$ cat src/rtl/pipe_selector_n.sv
// pipe_selector_n: N-way WIDTH-bit selector feeding one registered output slot
// with valid/ready flow control. The channel is picked either by an explicit
// index (MODE 0) or by a round-robin search among valid channels (MODE 1).
module pipe_selector_n #(
  parameter int WIDTH = 32,
  parameter int N     = 4,
  parameter int MODE  = 0,
  localparam int SEL_W = (N > 1) ? $clog2(N) : 1
) (
  input  logic               clk,
  input  logic               rst_n,
  input  logic [N*WIDTH-1:0] in_data,
  input  logic [N-1:0]       in_valid,
  input  logic [SEL_W-1:0]   sel,
  input  logic               flush,
  output logic [N-1:0]       in_ready,
  output logic [WIDTH-1:0]   out_data,
  output logic [SEL_W-1:0]   out_ch,
  output logic               out_valid,
  input  logic               out_ready
);

  logic [SEL_W-1:0] cand;
  logic             grant;
  logic [SEL_W-1:0] idx;
  logic [SEL_W-1:0] rr_ptr;
  logic             free;
  logic             accept;
  logic [WIDTH-1:0] word;

  logic             vld_p0;
  logic [WIDTH-1:0] data_p0;
  logic [SEL_W-1:0] ch_p0;

  // Candidate channel and whether it may be granted this cycle.
  // Round-robin walks the offsets backwards so the smallest offset from
  // rr_ptr+1 is the last (winning) assignment.
  always_comb begin
    cand  = '0;
    grant = 1'b0;
    idx   = '0;
    if (MODE == 0) begin
      cand = sel;
      for (int i = 0; i < N; i++) begin
        if (sel == SEL_W'(i)) grant = in_valid[i];
      end
    end else begin
      for (int k = N; k >= 1; k--) begin
        idx = SEL_W'((int'(rr_ptr) + k) % N);
        if (in_valid[idx]) begin
          grant = 1'b1;
          cand  = idx;
        end
      end
    end
  end

  assign free   = !vld_p0 || out_ready;
  assign accept = rst_n && grant && free && !flush;

  // Word of the candidate channel and the one-hot handshake back to it.
  always_comb begin
    word     = '0;
    in_ready = '0;
    for (int i = 0; i < N; i++) begin
      if (cand == SEL_W'(i)) begin
        word        = in_data[i*WIDTH +: WIDTH];
        in_ready[i] = accept;
      end
    end
  end

  // Stage p0: output slot; holds under back-pressure, cleared by flush.
  always_ff @(posedge clk) begin
    if (!rst_n) begin
      vld_p0  <= 1'b0;
      data_p0 <= '0;
      ch_p0   <= '0;
      rr_ptr  <= SEL_W'(N - 1);
    end else if (accept) begin
      vld_p0  <= 1'b1;
      data_p0 <= word;
      ch_p0   <= cand;
      if (MODE == 1) rr_ptr <= cand;
    end else if (flush || out_ready) begin
      vld_p0  <= 1'b0;
    end
  end

  assign out_valid = vld_p0;
  assign out_data  = data_p0;
  assign out_ch    = ch_p0;

endmodule

$ cat config.mk
export PLATFORM = sky130hd
export DESIGN_NAME = pipe_selector_n
export DESIGN_NICKNAME = d
export VERILOG_FILES = /design/src/rtl/pipe_selector_n.sv
export SDC_FILE = /design/constraint.sdc
export NUM_CORES = 1
export LEC_CHECK = 0
export ABC_AREA = 0
export CORE_UTILIZATION = 34
export DETAILED_ROUTE_END_ITERATION = 16
export PLACE_DENSITY = 0.83
export SETUP_SLACK_MARGIN = 0.2
export SYNTH_ARGS = -nofsm -noshare
export SYNTH_HDL_FRONTEND = slang
export SYNTH_SLANG_ARGS = --single-unit
$ cat constraint.sdc
create_clock -name clk -period 1.9 [get_ports clk]
set_clock_uncertainty 0.1 [all_clocks]
set_input_delay 0.38 -clock clk [delete_from_list [all_inputs] [get_ports clk]]
set_output_delay 0.38 -clock clk [all_outputs]
set_load 0.02 [all_outputs]
==> out/metrics.csv <==
metric;value;unit
Nets;531;
pin count of the biggest net entering global routing;35;
vias in the first global route;2577;
worst path arrival time;1.54;ns
height of the die;83.71;um
CTS tree;built;
CTS clk-pin slew, worst paths;0.07;ns
peak supply drop;0.3372;mV
Syn Area/Cell;10.91;um^2
CTS Buffer Depth;2;
commonest non-fill, non-tap cells in the layout;129 x clkdlybuf4s50_1, 35 x nand2_1, 34 x dfxtp_1, 33 x nand3_1, 33 x dlygate4sd2_1;
most common cell after layout, fill and taps aside;clkdlybuf4s50_1;
Seq cells post-synth;35;
core area;6386;um^2
first-pass iteration count of the detailed router;4;
CTS buffer count;5;
Mapped Cells;208;
Synth Net Count;346;
DR iter-0 viols;91;
slew margin rel.;82.82;%
final worst slack;-0.1163;ns
Worst-Skew Late Latency;0.27;ns
P per Cell Area;495.8;nW/um^2
Die W;83.71;um
max-slew violations;0;
failing checks;setup timing;
worst path required time;1.42;ns
final core occ;69.00;%
DP HPWL;6.197;mm
drt wl/cell;16.90;um
total negative slack;-0.2282;ns
first-pass GRT wire length;12.16;mm
Setup violations, final;2;
Final Cycle Share;106.1;%
initial antenna violation count;0;
Via density;5.209;
gpl congestion;0.7321;
R2R depth;8;
CP Capture Type;primary output;
Multi-input gate area;1484;um^2
Critical Path Start Type;register;
mapped cell area;2270;um^2
Worst Tran Pin Value;0.2527;ns
Fmax achieved;495.9;MHz
worst setup path category;reg -> out;
Ports;177;
CTS Hold Bufs;0;
Yosys cell types;22;
register area share after synthesis;30.87;%
share of cells above drive strength 1;29.26;%
DRC viols;0;
All-Layer GR Usage;21.87;%
num rows;29;
P&R area growth vs syn;94.16;%
worst hold slack;0.3487;ns
minimum clock period;2.016;ns
hold crit path type;reg -> reg;
P_leak;1.834;nW
Die Footprint;7007;um^2
I/O Buffers;176;
Fillers;514;
Max Cap Viol;0;
n_diodes;0;
hold depth;2;
Reg area;701.9;um^2
total grt overflow;0;
CTS Root Cell;clkbuf_8;
Initial Util;35.54;%
synth warn;0;
H-Tree Depth;2;
RSZ-0062 raised after global routing;yes;
Final ANT Viol Nets;0;
clock sinks;35;
worst-path maximum fanout;2;
via total after detailed routing;2448;
Fin. Hold Viols;0;
status;finished with violations;
final WL;7.941;mm
reg2reg setup slack;0.28;ns
-- logic make-up (layout without fill, tap and decap cells) --
logic type | after synthesis | in the layout | synth area share, %
buffers and inverters | 23 | 208 | 6.835
muxes | 34 | 34 | 32.80
AOI/OAI and AO/OA | 35 | 35 | 13.34
and+or+nand+nor | 81 | 81 | 16.15
DFF | 35 | 35 | 30.87
-- metal layers --
metal	vias to the layer above	part of all wire, %	global-route usage, %
li1	1155	-	-
met1	1189	36	22.69
met2	102	57	44.42
met3	2	7.0	5.539
met4	0	0.45	2.773
met5	-	0	0
-- final cells by class --
class | instances | area share (%)
clock buffers | 6 | 1.874
clock inverters | 1 | 0.1136
inverters | 1 | 0.08518
multi-input cells | 150 | 33.67
flip-flops and latches | 35 | 15.93
well taps | 77 | 2.186
repair buffers | 200 | 46.14
-- synthesized netlist by cell type --
cell type	count	area [um^2]
and2_4	1	8.760
buf_1	1	3.750
buf_2	7	35.03
buf_4	2	15.01
buf_6	1	11.26
buf_8	4	60.06
clkbuf_1	7	26.28
dfxtp_1	35	700.7
inv_1	1	3.750
mux2i_1	1	10.01
mux2i_2	1	13.76
mux4_2	32	720.7
nand2_1	35	131.4
nand2b_1	1	6.260
nand3_1	34	170.2
nor2_1	7	26.28
nor2b_1	1	6.260
nor3b_1	1	7.510
o21ai_1	4	20.02
o21ai_2	30	262.8
o22ai_4	1	20.02
or4b_1	1	10.01
-- power breakdown --
group          switching, mW  internal [mW]
Combinational          0.321          0.512
Sequential            0.0256          0.789
Clock                  0.254          0.284
Total                  0.600           1.58
-- registers in the layout (all words and copies together) (netlist names) --
register / cells
out_data: 32
out_valid: 1
out_ch: 2
-- path summary, 6_finish.rpt --
| path | start | end |
|---|---|---|
| worst max-delay path | out_valid$_SDFFE_PN0P_ | in_ready[1] |
| worst min-delay path | out_data[7]$_SDFFE_PN0P_ | out_data[7]$_SDFFE_PN0P_ |
| worst max register to register | out_valid$_SDFFE_PN0P_ | out_data[12]$_SDFFE_PN0P_ |
| worst min register to register | out_data[7]$_SDFFE_PN0P_ | out_data[7]$_SDFFE_PN0P_ |
-- repair_timing --
action                                  in CTS  in global routing
buffers inserted                             1                  1
gates resized for setup                     60                 23
gates cloned                                 0                  2
endpoints found under the setup margin      68                 45
pin swaps                                    4                  4
-- critical path, stage by stage (launching register included) --
cell	delay, ns
dfxtp_2	0.32
nor2b_4	0.13
nor2_4	0.08
or4b_4	0.51
nor2_4	0.11
buf_6	0.12
-- metrics by stage --
stage / setup slack (ns) / total power [mW] / area [um^2] / std cells
2_1_floorplan: 0.03080 / 1.208 / 2332 / 208
3_5_place_dp: -0.8996 / 1.671 / 4207 / 459
5_1_grt: -0.1523 / 2.293 / 4407 / 470
4_1_cts: -0.1492 / 2.176 / 4274 / 467
3_3_place_gp: -0.8362 / 1.653 / 4207 / 459
6_report: -0.1163 / 2.185 / 4407 / 470
No activity file was read; power rests on OpenSTA's default activity.
